$ cat src/rtl/fifo_stream_reader.sv
// Read-side drain engine for the synchronous FIFO: pops words, absorbs the one-cycle
// read latency in a 2-entry buffer and presents them on a valid/ready stream.
module fifo_stream_reader #(
  parameter int DATA_WIDTH = 8,
  parameter int CNT_WIDTH  = 16
) (
  input  logic                  clk,
  input  logic                  rst,
  input  logic                  fifo_empty,
  input  logic [DATA_WIDTH-1:0] fifo_data,
  output logic                  fifo_r_en,
  output logic                  m_valid,
  output logic [DATA_WIDTH-1:0] m_data,
  input  logic                  m_ready,
  output logic [CNT_WIDTH-1:0]  word_count,
  output logic                  busy
);

  typedef enum logic [1:0] {
    OCC_0 = 2'd0,
    OCC_1 = 2'd1,
    OCC_2 = 2'd2
  } occ_t;

  occ_t                  occ, occ_next;
  logic                  pending;
  logic [DATA_WIDTH-1:0] head, tail, head_next, tail_next;
  logic                  pop, push;
  logic [2:0]            level;
  logic [2:0]            limit;

  assign m_valid = (occ != OCC_0);
  assign m_data  = head;
  assign busy    = (occ != OCC_0) || pending;
  assign pop     = m_valid && m_ready;
  assign push    = pending;

  // Words owned after this edge (buffered + in flight) must leave room for one more pop.
  assign level     = {1'b0, occ} + {2'b00, pending};
  assign limit     = 3'd1 + {2'b00, pop};
  assign fifo_r_en = !rst && !fifo_empty && (level <= limit);

  always_comb begin
    // NOTE: every variable gets its hold value first so no path through the case infers a latch.
    occ_next  = occ;
    head_next = head;
    tail_next = tail;
    case ({push, pop})
      2'b10: begin
        if (occ == OCC_0) begin
          head_next = fifo_data;
          occ_next  = OCC_1;
        end else begin
          tail_next = fifo_data;
          occ_next  = OCC_2;
        end
      end
      2'b01: begin
        head_next = tail;
        occ_next  = (occ == OCC_2) ? OCC_1 : OCC_0;
      end
      2'b11: begin
        if (occ == OCC_2) begin
          head_next = tail;
          tail_next = fifo_data;
        end else begin
          head_next = fifo_data;
        end
      end
      default: ;
    endcase
  end

  // NOTE: state uses non-blocking assignments so every register samples pre-edge values.
  always_ff @(posedge clk) begin
    if (rst) begin
      occ        <= OCC_0;
      pending    <= 1'b0;
      // NOTE: the buffer registers are cleared too, so m_data reads 0 out of reset.
      head       <= '0;
      tail       <= '0;
      word_count <= '0;
    end else begin
      occ     <= occ_next;
      pending <= fifo_r_en;
      head    <= head_next;
      tail    <= tail_next;
      if (pop) word_count <= word_count + CNT_WIDTH'(1);
    end
  end

endmodule

$ cat config.mk
export PLATFORM = sky130hd
export DESIGN_NAME = fifo_stream_reader
export DESIGN_NICKNAME = d
export VERILOG_FILES = /design/src/rtl/fifo_stream_reader.sv
export SDC_FILE = /design/constraint.sdc
export NUM_CORES = 1
export LEC_CHECK = 0
export BUFFER_PORTS_ARGS = -buffer_cell sky130_fd_sc_hd__buf_2
export CAP_MARGIN = 20
export CORE_ASPECT_RATIO = 1.2
export CORE_MARGIN = 1.5
export CORE_UTILIZATION = 35
export CTS_CLUSTER_DIAMETER = 150
export DETAILED_ROUTE_END_ITERATION = 10
export HOLD_SLACK_MARGIN = 0.15
export PLACE_DENSITY = 0.6
export SETUP_SLACK_MARGIN = 0.4
export SYNTH_ARGS = -nofsm -noshare
export SYNTH_HDL_FRONTEND = slang
export SYNTH_SLANG_ARGS = --single-unit
export TNS_END_PERCENT = 1
$ cat constraint.sdc
create_clock -name clk -period 2.36 [get_ports clk]
set_clock_uncertainty 0.1 [all_clocks]
set_input_delay 0 -clock clk [delete_from_list [all_inputs] [get_ports clk]]
set_output_delay 0 -clock clk [all_outputs]
set_load 0.02 [all_outputs]
; After elaboration in Yosys (flattened, before gate mapping)
; Cells that the tools add are included.
[word_totals]
mem_count = 0
latchBits = 0
ff_bits = 35
mem_bits_ro = 0
out_inout_bits = 27
word_cells = 38
input_bits = 12
mem_bits_rw = 0
[op_classes]
multipliers = 0
addsub = 3
div_mod_pow = 0
magnitude_cmp = 1
eq_ne = 7
n_shift = 0
n_mux = 9
bitwise_logic = 0
reduce_logical = 13
[ops]
columns = operator, n
row1 = 8-bit 2-to-1 mux, 4
row2 = 8-bit case mux with 3 select lines, 1
row3 = "16-bit by 1-bit adder with 16-bit output, second input constant", 1
row4 = 8-bit case mux with 2 select lines, 1
row5 = "2-bit == test, second input constant", 3
row6 = "2-bit != test, second input constant", 3
row7 = 2-bit nonzero test, 3
row8 = 2-bit case mux with 2 select lines, 1
row9 = 2-bit by 1-bit adder with 3-bit output, 1
row10 = 3-bit by 2-bit less-or-equal comparator with 1-bit output, 1
row11 = 1-bit logical AND, 3
row12 = 3-bit AND reduction, 1
row13 = 3-bit nonzero test, 1
row14 = "1-bit by 1-bit adder with 2-bit output, first input constant", 1
row15 = "2-bit by 1-bit == test with 1-bit output, second input constant", 1
row16 = 1-bit zero test, 2
row17 = 2-bit zero test, 1
row18 = 2-bit 2-to-1 mux, 1
row19 = 2-bit AND reduction, 1
row20 = 1-bit logical OR, 1
row21 = 1-bit 2-to-1 mux, 1

; Logic depth before layout (Yosys ltp)
; Gate-level depths: netlist of the first run.
[logic_depth]
word_depth = 5
depth_mapped = 8
mapped_depth_nobuf = 6

; Worst setup path after synthesis of the first run
; No wires, ideal clock.
[synth_path]
path_kind = register to output
startpoint = register occ[0]
endpoint = output port fifo_r_en
path_buffers = 2
slack_ns = 0.006
t_arrival_ns = 2.254
path_stages_with_launch = 9
required_ns = 2.260
path_cell_list = dfxtp_1 -> buf_6 -> o21ai_2 -> inv_1 -> clkbuf_1 -> fa_1 -> o31a_1 -> a21oi_1 -> nor3_1
[synth_between]
elab_chain_cells = 5
word_cells_on_any_way = 6
classes_between = add/sub: 2 / order compare: 1 / reduce/logical: 3
[synth_lines]
columns = item, line_no
row1 = from (decl), 25  ; occ_t occ, occ_next;
row2 = from (signal assigned), 84  ; occ <= occ_next;
row3 = 2-bit nonzero test, 32  ; assign m_valid = (occ != OCC_0);
row4 = 1-bit logical AND, 35  ; assign pop = m_valid && m_ready;
row5 = named net pop, 28  ; logic pop, push;
row6 = 1-bit by 1-bit adder with 2-bit output, 40  ; assign limit = 3'd1 + {2'b00, pop};
row7 = 3-bit by 2-bit less-or-equal comparator with 1-bit output, 41  ; assign fifo_r_en = !rst && !fifo_empty && (level <= limit);
row8 = 1-bit logical AND, 41
row9 = to (decl), 11  ; output logic fifo_r_en,
; The timed path passes the listed nets, and every way through them passes these cells.

; Final worst setup path of the first run
[layout_path]
startpoint = register occ[0]
endpoint = output port fifo_r_en
[layout_between]
elab_chain_cells = 5
word_cells_on_any_way = 6
classes_between = add/sub: 2 / order compare: 1 / reduce/logical: 3
[layout_lines]
columns = item, line_no
row1 = 2-bit nonzero test, 32
row2 = 1-bit logical AND, 35
row3 = 1-bit by 1-bit adder with 2-bit output, 40
row4 = 3-bit by 2-bit less-or-equal comparator with 1-bit output (*), 41
row5 = 1-bit logical AND (*), 41
; Every way passes the cells marked *; elsewhere a longest branch is shown, timed or not.

==> results of run 1 <==
-- worst min-delay path: stages --
cell,delay (ns)
sky130_fd_sc_hd__buf_2,0.14
sky130_fd_sc_hd__o21ai_4,0.07
sky130_fd_sc_hd__inv_2,0.04
sky130_fd_sc_hd__buf_4,0.17
sky130_fd_sc_hd__nand2_1,0.07
sky130_fd_sc_hd__a21oi_1,0.05
-- what timing repair did --
action                                  in CTS  in global routing
buffers inserted                             4                  2
endpoints found under the setup margin       4                  3
endpoints found under the hold margin       28                  0
hold buffers                                13                  0
pin swaps                                    2                  2
resized for setup                            8                  2
-- cell usage after synthesis, drive strengths merged --
cell	count
a21oi	7
or2	1
o21ai	5
nand4	4
a211oi	2
nand3	12
nor3	5
nor4	3
o31a	1
nor2	31
xor2	5
and3	1
o2111a	1
nand2b	1
nand2	20
a31o	1
buf	5
ha	4
fa	1
a311oi	8
or4	1
mux2i	8
inv	7
or3	4
clkbuf	4
o2111ai	1
xnor2	7
dfxtp	35
-- state kept, by name, indices dropped and copies added, names as in the netlist --
| name | count |
|---|---|
| word_count | 16 |
| m_data | 8 |
| tail | 8 |
| occ | 2 |
| pending | 1 |
-- worst min-delay path by stage --
stage | from | slack, ns | depth (start not counted) | end
global placement | fifo_empty | 0.1 | 2 | pending
detailed placement | fifo_empty | 0.1 | 2 | pending
global route | m_ready | 0.21 | 6 | word_count[1]
floorplan | fifo_empty | -0.05 | 1 | fifo_r_en
CTS | m_ready | 0.16 | 5 | word_count[1]
finish | m_ready | 0.21 | 6 | word_count[1]
-- routing by layer --
layer / vias to the layer above / part of all wire [%] / global-route usage (%)
li1: 763 / - / -
met1: 703 / 46 / 20.4
met2: 36 / 48 / 27.1
met3: 4 / 4.8 / 4.78
met4: 0 / 0.92 / 5.63
met5: - / 0 / 0
-- power by group through the flow --
stage	combinational [mW]	clock, mW	sequential, mW
after global placement	0.246	0	0.665
after detailed placement	0.249	0	0.667
after floorplan	0.163	0	0.687
after global routing	0.321	0.699	0.654
after CTS	0.291	0.666	0.649
final	0.293	0.657	0.649
-- layout make-up --
| cell class | count | area [sq um] |
|---|---|---|
| multi-input combinational | 134 | 865 |
| inverter | 7 | 26.3 |
| sequential | 35 | 712 |
| clock inverter | 3 | 67.6 |
| clock buffer | 5 | 68.8 |
| fill | 422 | 2150 |
| tap | 56 | 70.1 |
| timing repair buffer | 61 | 398 |
-- logic make-up (layout without fill, tap and decap cells) --
kind of cell	Yosys count	in the layout	synth area share, %
AND/OR/NAND/NOR	83	83	23.5
flip-flops	35	35	43.2
AO/OA/AOI/OAI	26	26	12.1
buffers and inverters	16	76	5.40
XOR/XNOR	12	12	6.48
multiplexers	8	8	4.94
adder cells (fa/ha/maj)	5	5	4.32
-- per-stage QoR --
step	instances	cell area [sq um]	util, %	worst slack [ns]	total power [mW]
floorplan	185	1650	-	0.382	0.850
global placement	274	1870	42.8	0.354	0.912
detailed placement	274	1870	42.8	0.313	0.916
CTS	299	2190	50.2	0.297	1.61
global route	301	2210	50.6	0.242	1.68
finish	301	2210	50.6	0.324	1.60
==> impl_summary.md, run 1 <==
STA
The headroom to the max-slew limit is 46.5%. After layout, the worst path uses 86.3% of the clock period. Setup total negative slack on the finished layout was measured at 0 ns.

The final count of pins violating max slew is 0. The pin slew with the least headroom to its limit is 0.800 ns. The final setup violation count is 0. Based on the critical path, the design can be clocked at up to 0.491 GHz.

Across all hold checks on the routed design, the worst slack comes to 0.207 ns. The clock period could shrink to about 2 ns. The hold violation total from the final report is 0. Setup repair after global routing could not meet its margin everywhere.

Synthesis
Yosys attributes the largest share of cell area to sky130_fd_sc_hd__dfxtp_1 (43%), sky130_fd_sc_hd__nor2_1 (7.2%), sky130_fd_sc_hd__mux2i_1 (4.9%). The cell area after synthesis is 0.00162 sq mm. The sequential fraction of the synthesis area is 43.2%.

For this run, the number of Yosys warnings is 0. The synthesized design contains 35 register bits. The synthesized netlist contains 32 unique library cells. The biggest area contributor in the post-synthesis netlist is sky130_fd_sc_hd__dfxtp_1. The number of nets in the synthesized netlist is 202. The gate count of the mapped netlist is ~190. In this run the biggest area consumer among cell types represents between 40% and 50% of the synthesized area. The mean cell area of the mapped netlist is 8.77 sq um.

Setup path
The endpoint of the worst-slack reg-to-reg timing path is word_count[13]. The master of the slowest instance on the critical path is sky130_fd_sc_hd__fa_1. Tracing the worst setup path back leads to its startpoint at occ[0]. The nature of the critical path startpoint is a flip-flop. At the worst endpoint, the arrival time is 1.94 ns.

Counting both buffers and inverters, the worst setup path holds a total of 2. By startpoint and endpoint, the worst setup path is classified as flip-flop to primary output. Counting buffers and inverters, the worst setup path is 7 cells deep. Of all nets on the critical path, the largest fanout is 4.

STA puts the critical path data required time at 2.26 ns. In this run the worst setup path terminates at fifo_r_en. Traced cell by cell, the critical path runs through ha_4 -> inv_1 -> fa_1 -> o31a_1 -> a21oi_2 -> nor3_2 -> buf_4. The worst setup path is captured at a primary output. The register-to-register path setup slack is 0.43 ns. The startpoint identified for the worst register-to-register timing path is occ[0]. The number of cells traversed by the worst register-to-register path is 5. The cell family contributing the most delay on the critical path is adder cells. For this run, the slowest stage of the critical path takes approximately 0.47 ns.

Placed design
Once detailed placement completed, the half-perimeter wirelength came to 2.36 mm. Buffers placed on the I/O ports in this run total 38. The weighted congestion at the end of routability-driven global placement is approximately 0.78.

Cells and area
The number of antenna cells inserted is 0. In the layout the commonest cells are sky130_fd_sc_hd__buf_2 (37), sky130_fd_sc_hd__dfxtp_1 (32), sky130_fd_sc_hd__nor2_1 (30), sky130_fd_sc_hd__nand2_1 (20), sky130_fd_sc_hd__dlygate4sd3_1 (13). From synthesis to final layout, the design area changed by 36.1%. The net count of the finished layout is 261. Leaving out fill and tap cells, the most frequent cell in the layout is sky130_fd_sc_hd__buf_2. The layout cell share with drive strength beyond 1 is 29.0%.

Global routing
The first-pass GRT wire length is 6.51 mm. The number of antenna violations at the first check in global routing is 0. Across every metal layer, demand over resource in global routing totals 16.5%.

Entering global routing, the biggest net connects 19 pins. The via count of the first global-routing pass is approximately 1400. The total congestion overflow after global routing is 0.

Drt
The routed wirelength normalized by instance count is between 10 and 15 um. The DRC violation total after the first TritonRoute iteration is 61. The remaining number of nets flagged by the antenna check after routing is 0.

The final wirelength is 3.90 mm. The overall via count from detail_route is between 1500 and 2000. The first detailed-routing pass ran for 4 iterations. The vias per cell is 5.00.

In the routed design, unresolved DRC markers number 0.

Power and ir drop
The ratio of total power to cell area is 724 mW/mm^2. In this run the static leakage power is 0.974 nW. The share of total power consumed by net switching is a little over a quarter.

Per report_power, the sequential group accounts for about 40% of the total. VDD sags by at most approximately 0.00045 V. In this run, the combinational gates consume 18.3% of the power. In this run the power spent charging and discharging nets is 428 uW.

The clock share of power is 41.1%. The total internal power is 1.17 mW.

Floorplanning
The core outline area is between 0.004 and 0.005 sq mm. The standard-cell row count is 26. The starting density of the core is a little under two fifths. The die covers 0.00505 sq mm. From left edge to right edge, the die measures around 65 um. The I/O pin total is 39. From bottom edge to top edge, the die measures around 78 um.

CTS
Clock latency on the worst-skew pair, taken at its later pin, is 0.29 ns. The root buffer selected by CTS is sky130_fd_sc_hd__clkbuf_8. TritonCTS created 5 clock buffers. TritonCTS built the clock tree. The clock net in this run drives a total of 35 sinks. The clock slew seen by the registers of the worst setup and hold paths is 0.07 ns.

The clock tree buffer depth is 2. In this run the number of H-tree levels came out at 2.

Outcome
The run finished with clean final reports.

Min path
The kind of path behind the tightest hold check is input port to flip-flop.

Run
The reported max-cap violation count is 0.
Note: power is estimated with default switching activity, not from simulation.
==> inputs of run 2 (changes only) <==
--- a/config.mk
+++ b/config.mk
@@ -5,6 +5,7 @@
 export SDC_FILE = /design/constraint.sdc
 export NUM_CORES = 1
 export LEC_CHECK = 0
+export ABC_AREA = 1
 export BUFFER_PORTS_ARGS = -buffer_cell sky130_fd_sc_hd__buf_2
 export CAP_MARGIN = 20
 export CORE_ASPECT_RATIO = 1.2
@@ -14,7 +15,7 @@
 export DETAILED_ROUTE_END_ITERATION = 10
 export HOLD_SLACK_MARGIN = 0.15
 export PLACE_DENSITY = 0.6
-export SETUP_SLACK_MARGIN = 0.4
+export SETUP_SLACK_MARGIN = 0.1
 export SYNTH_ARGS = -nofsm -noshare
 export SYNTH_HDL_FRONTEND = slang
 export SYNTH_SLANG_ARGS = --single-unit
==> impl_summary.md, run 2 <==
Global routing
The total congestion overflow after global routing is 0 (unchanged). The number of antenna violations at the first check in global routing is 0 (unchanged). The pin count of the biggest net entering global routing is 23 (+4). The via count of the first global-routing pass is 1425 (+4.0%). The first-pass GRT wire length is 6.35 mm (-2.3%). The combined global-route utilization of all metal layers is 15.5% (-0.98 points).

Synthesis
The gate count of the mapped netlist came to 240 (+30%). The cell with the most instances after synthesis is sky130_fd_sc_hd__nand2_1. The number of enable-type register cells in the synthesized netlist is 0 (unchanged).

The share of flip-flops with an asynchronous set or reset after synthesis is 0% (unchanged). The post-synthesis register bit count is 35 (unchanged). The number of nets in the synthesized netlist is 257 (+27%). The largest total area in the synthesized netlist belongs to sky130_fd_sc_hd__dfxtp_1.

The number of synthesis warnings was 0 (unchanged). The count of different cell masters after synthesis is 26 (-19%). By area the synthesized netlist is led by sky130_fd_sc_hd__dfxtp_1 (40%), sky130_fd_sc_hd__nand2_1 (11%), sky130_fd_sc_hd__inv_1 (8.9%). The sequential fraction of the synthesis area is 40.5% (-2.7 points). The cell area after synthesis was 0.00173 sq mm (+6.8%).

In the synthesized netlist, the cells that appear most often are sky130_fd_sc_hd__nand2_1 (52), sky130_fd_sc_hd__inv_1 (41), sky130_fd_sc_hd__dfxtp_1 (35). The prevailing post-synth register cell is sky130_fd_sc_hd__dfxtp_1. The mean cell area of the mapped netlist is 7.22 sq um (-18%). The area fraction of the dominant cell type after synthesis is 40.5% (-2.7 points).

Drt
The count of unresolved DRC violations after routing is 0 (unchanged). The detailed route wirelength on metal2 is 1.83 mm (-1.8%). The routed wirelength normalized by instance count was 11.0 um (-15%). The DRC violation total after the first TritonRoute iteration is 32 (-48%). The routed length on met1 is 1.84 mm (+1.5%). The vias per cell is 4.63 (-7.5%). The number of detailed-route iterations in the first pass is 4 (unchanged). The met3 routed wirelength came to 180 um (-3.2%). The final wirelength came to 3.88 mm (-0.41%).

The overall via count from detail_route is 1633 (+8.4%). The remaining number of nets flagged by the antenna check after routing is 0 (unchanged). The top metal layer carrying routed signals is met4.

STA
The post-route clock period utilization is 89.4% (+3.1 points). The smallest hold slack came to 0.193 ns (-0.0139 ns). Setup repair after global routing left no endpoint under its margin.

The maximum clock frequency is 0.474 GHz (-3.5%). The final setup violation count was 0 (unchanged). The final critical path time including I/O delays and setup is 2.11 ns (+0.0743 ns). The headroom to the max-slew limit is 57.7% (+11 points). The pin slew with the least headroom to its limit came to 0.634 ns (-0.166 ns). The final count of pins violating max slew is 0 (unchanged). The hold violation total from the final report is 0 (unchanged). The minimum setup slack in the final design is 0.250 ns (-0.0743 ns). The accumulated negative setup slack is 0 ns (unchanged).

Setup path
The worst setup path is of the flip-flop to primary output kind. The master of the slowest instance on the critical path is sky130_fd_sc_hd__fa_1. Walking the worst path, the cells encountered are nor2_4 -> nor2_8 -> fa_1 -> nor3_2 -> a2bb2oi_2 -> nor3_1 -> buf_2.

The number of cells traversed by the worst register-to-register path is 6 (+1). STA classifies the critical path endpoint as a primary output. The required time of the critical path is 2.26 ns (about the same). The nature of the critical path startpoint is a flip-flop. The launch point of the worst reg-to-reg path is occ[0].

The endpoint arrival time on the critical path came to 2.01 ns (+0.07 ns). The worst register-to-register path ends at pending. The register-to-register path setup slack is 0.58 ns (+0.15 ns). The largest fanout on the critical path was 10 (+6). The critical path's largest stage delay is 0.50 ns (+0.03 ns).

Power and ir drop
The total power consumption of the routed design was 1.33 mW (-17%). The reported leakage power came to 1.04 nW (+7.1%). The ratio of total power to cell area was 597 mW/mm^2 (-18%).

The maximum ir drop on the vdd rail is 0.000240 V (-46%).

Cells and area
The net total in the final layout is 311 (+19%). The register with the most flip-flops is word_count. The flip-flop count of the largest register, all copies and words added is 16 (unchanged). In the layout the commonest cells are sky130_fd_sc_hd__nand2_1 (52), sky130_fd_sc_hd__inv_1 (41), sky130_fd_sc_hd__buf_2 (38), sky130_fd_sc_hd__dfxtp_1 (32), sky130_fd_sc_hd__a21oi_1 (29).

The number of antenna cells inserted is 0 (unchanged). The layout cell share with drive strength beyond 1 is 21.0% (-8.0 points). The filler cell count in the final layout is 502 (+19%). From synthesis to final layout, the design area changed by 28.2%.

The library cell used most frequently in the layout, excluding fill and tap cells, is sky130_fd_sc_hd__nand2_1.

CTS
The TritonCTS clock tree is yes. The buffer count from post-CTS setup fixing is 0 (-4). The source-to-sink clock delay at the later pin of the worst-skew pair was 0.28 ns (about the same). The number of sinks on the clock net is 35 (unchanged).

The root buffer selected by CTS is sky130_fd_sc_hd__clkbuf_8. The H-tree depth was 2 (unchanged). The clock tree buffer depth is 2 (unchanged). The number of CTS-inserted buffers is 5 (unchanged).

The clock slew seen by the registers of the worst setup and hold paths is 0.07 ns (about the same).

Min path
The worst hold path cell count was 6 (unchanged). The worst hold path begins at m_ready. The worst min-delay path endpoint is m_data[4]. The kind of path behind the tightest hold check is input port to flip-flop.

Run
The reported max-cap violation count is 0 (unchanged).

Placed design
The weighted congestion at the end of routability-driven global placement is 0.727 (-6.5%). The number of I/O port buffers came to 38 (unchanged). The half-perimeter wire length of the detailed placement result is 2.74 mm (+16%). The pre-CTS setup slack is 0.343 ns (+0.0305 ns).

Floorplanning
The I/O pin total came to 39 (unchanged). The die span in x is 67.2 um (+3.2%). The standard-cell row count came to 27 (+3.8%). The total die area is 0.00538 sq mm (+6.5%).

The core outline area was 0.00466 sq mm (+6.9%). The overall die height was 80.1 um (+3.2%). The starting density of the core came to 37.1% (-0.054 points).

Outcome
The flow ran to the end, and the final reports show no timing, DRC or antenna violations.
-- run 2: area by class of cell --
cell class	count	area, sq um	share of cell area (%)
multi-input cells	159	862	38.8
flip-flops and latches	35	707	31.8
repair buffers	51	320	14.4
inverters	42	158	7.10
clock buffers	8	100	4.51
well taps	58	72.6	3.27
-- run 2: repair_timing --
item / in CTS / in global routing
cloned: 0 / 0
hold buffers: 13 / 0
gates resized for setup: 1 / 5
endpoints found under the hold margin: 23 / 0
setup endpoints to repair: 1 / 1
-- run 2: per-layer routing --
layer  global-route usage [%]  up-vias
li1                         -      873
met1                     18.6      723
met2                     25.9       33
met3                     4.76        4
met4                     5.10        0
met5                        0        -
-- run 2: critical path, delay by kind of cell, from the launching register on --
kind / cells / cell delay, ns
buffers and inverters: 1 / 0.16
adder cells (fa/ha/maj): 1 / 0.50
AO/OA/AOI/OAI: 1 / 0.16
AND/OR/NAND/NOR: 4 / 0.51
flip-flops: 1 / 0.38
-- run 2: where the power goes --
group / total (mW) / internal (mW) / switching, mW
clock: 0.483 / 0.267 / 0.216
sequential: 0.632 / 0.614 / 0.0174
combinational: 0.212 / 0.0831 / 0.128
total: 1.33 / 0.964 / 0.362
-- run 2: stage by stage --
stage          cell area, sq um  cells  util, %
6_report                   2220    353     47.6
3_3_place_gp               1970    332     42.3
2_1_floorplan              1730    240        -
5_1_grt                    2220    353     47.6
4_1_cts                    2200    353     47.3
3_5_place_dp               1970    332     42.3
-- run 2: cell families after synthesis --
family / after synthesis / share of synthesized area, %
AOI/OAI and AO/OA: 51 / 16.3
and+or+nand+nor: 102 / 28.3
DFF: 35 / 40.5
xor gates and xnor gates: 1 / 0.506
buffers and inverters: 46 / 10.4
adders and majority gates: 5 / 4.05
-- run 2: worst max-delay path by stage --
stage,startpoint,to,slack [ns],cells after the start
floorplan,occ[0],fifo_r_en,0.40,6
global placement,occ[0],fifo_r_en,0.38,7
detailed placement,occ[0],fifo_r_en,0.34,7
CTS,occ[1],fifo_r_en,0.11,7
global route,occ[0],fifo_r_en,0.14,7
finish,occ[0],fifo_r_en,0.25,7
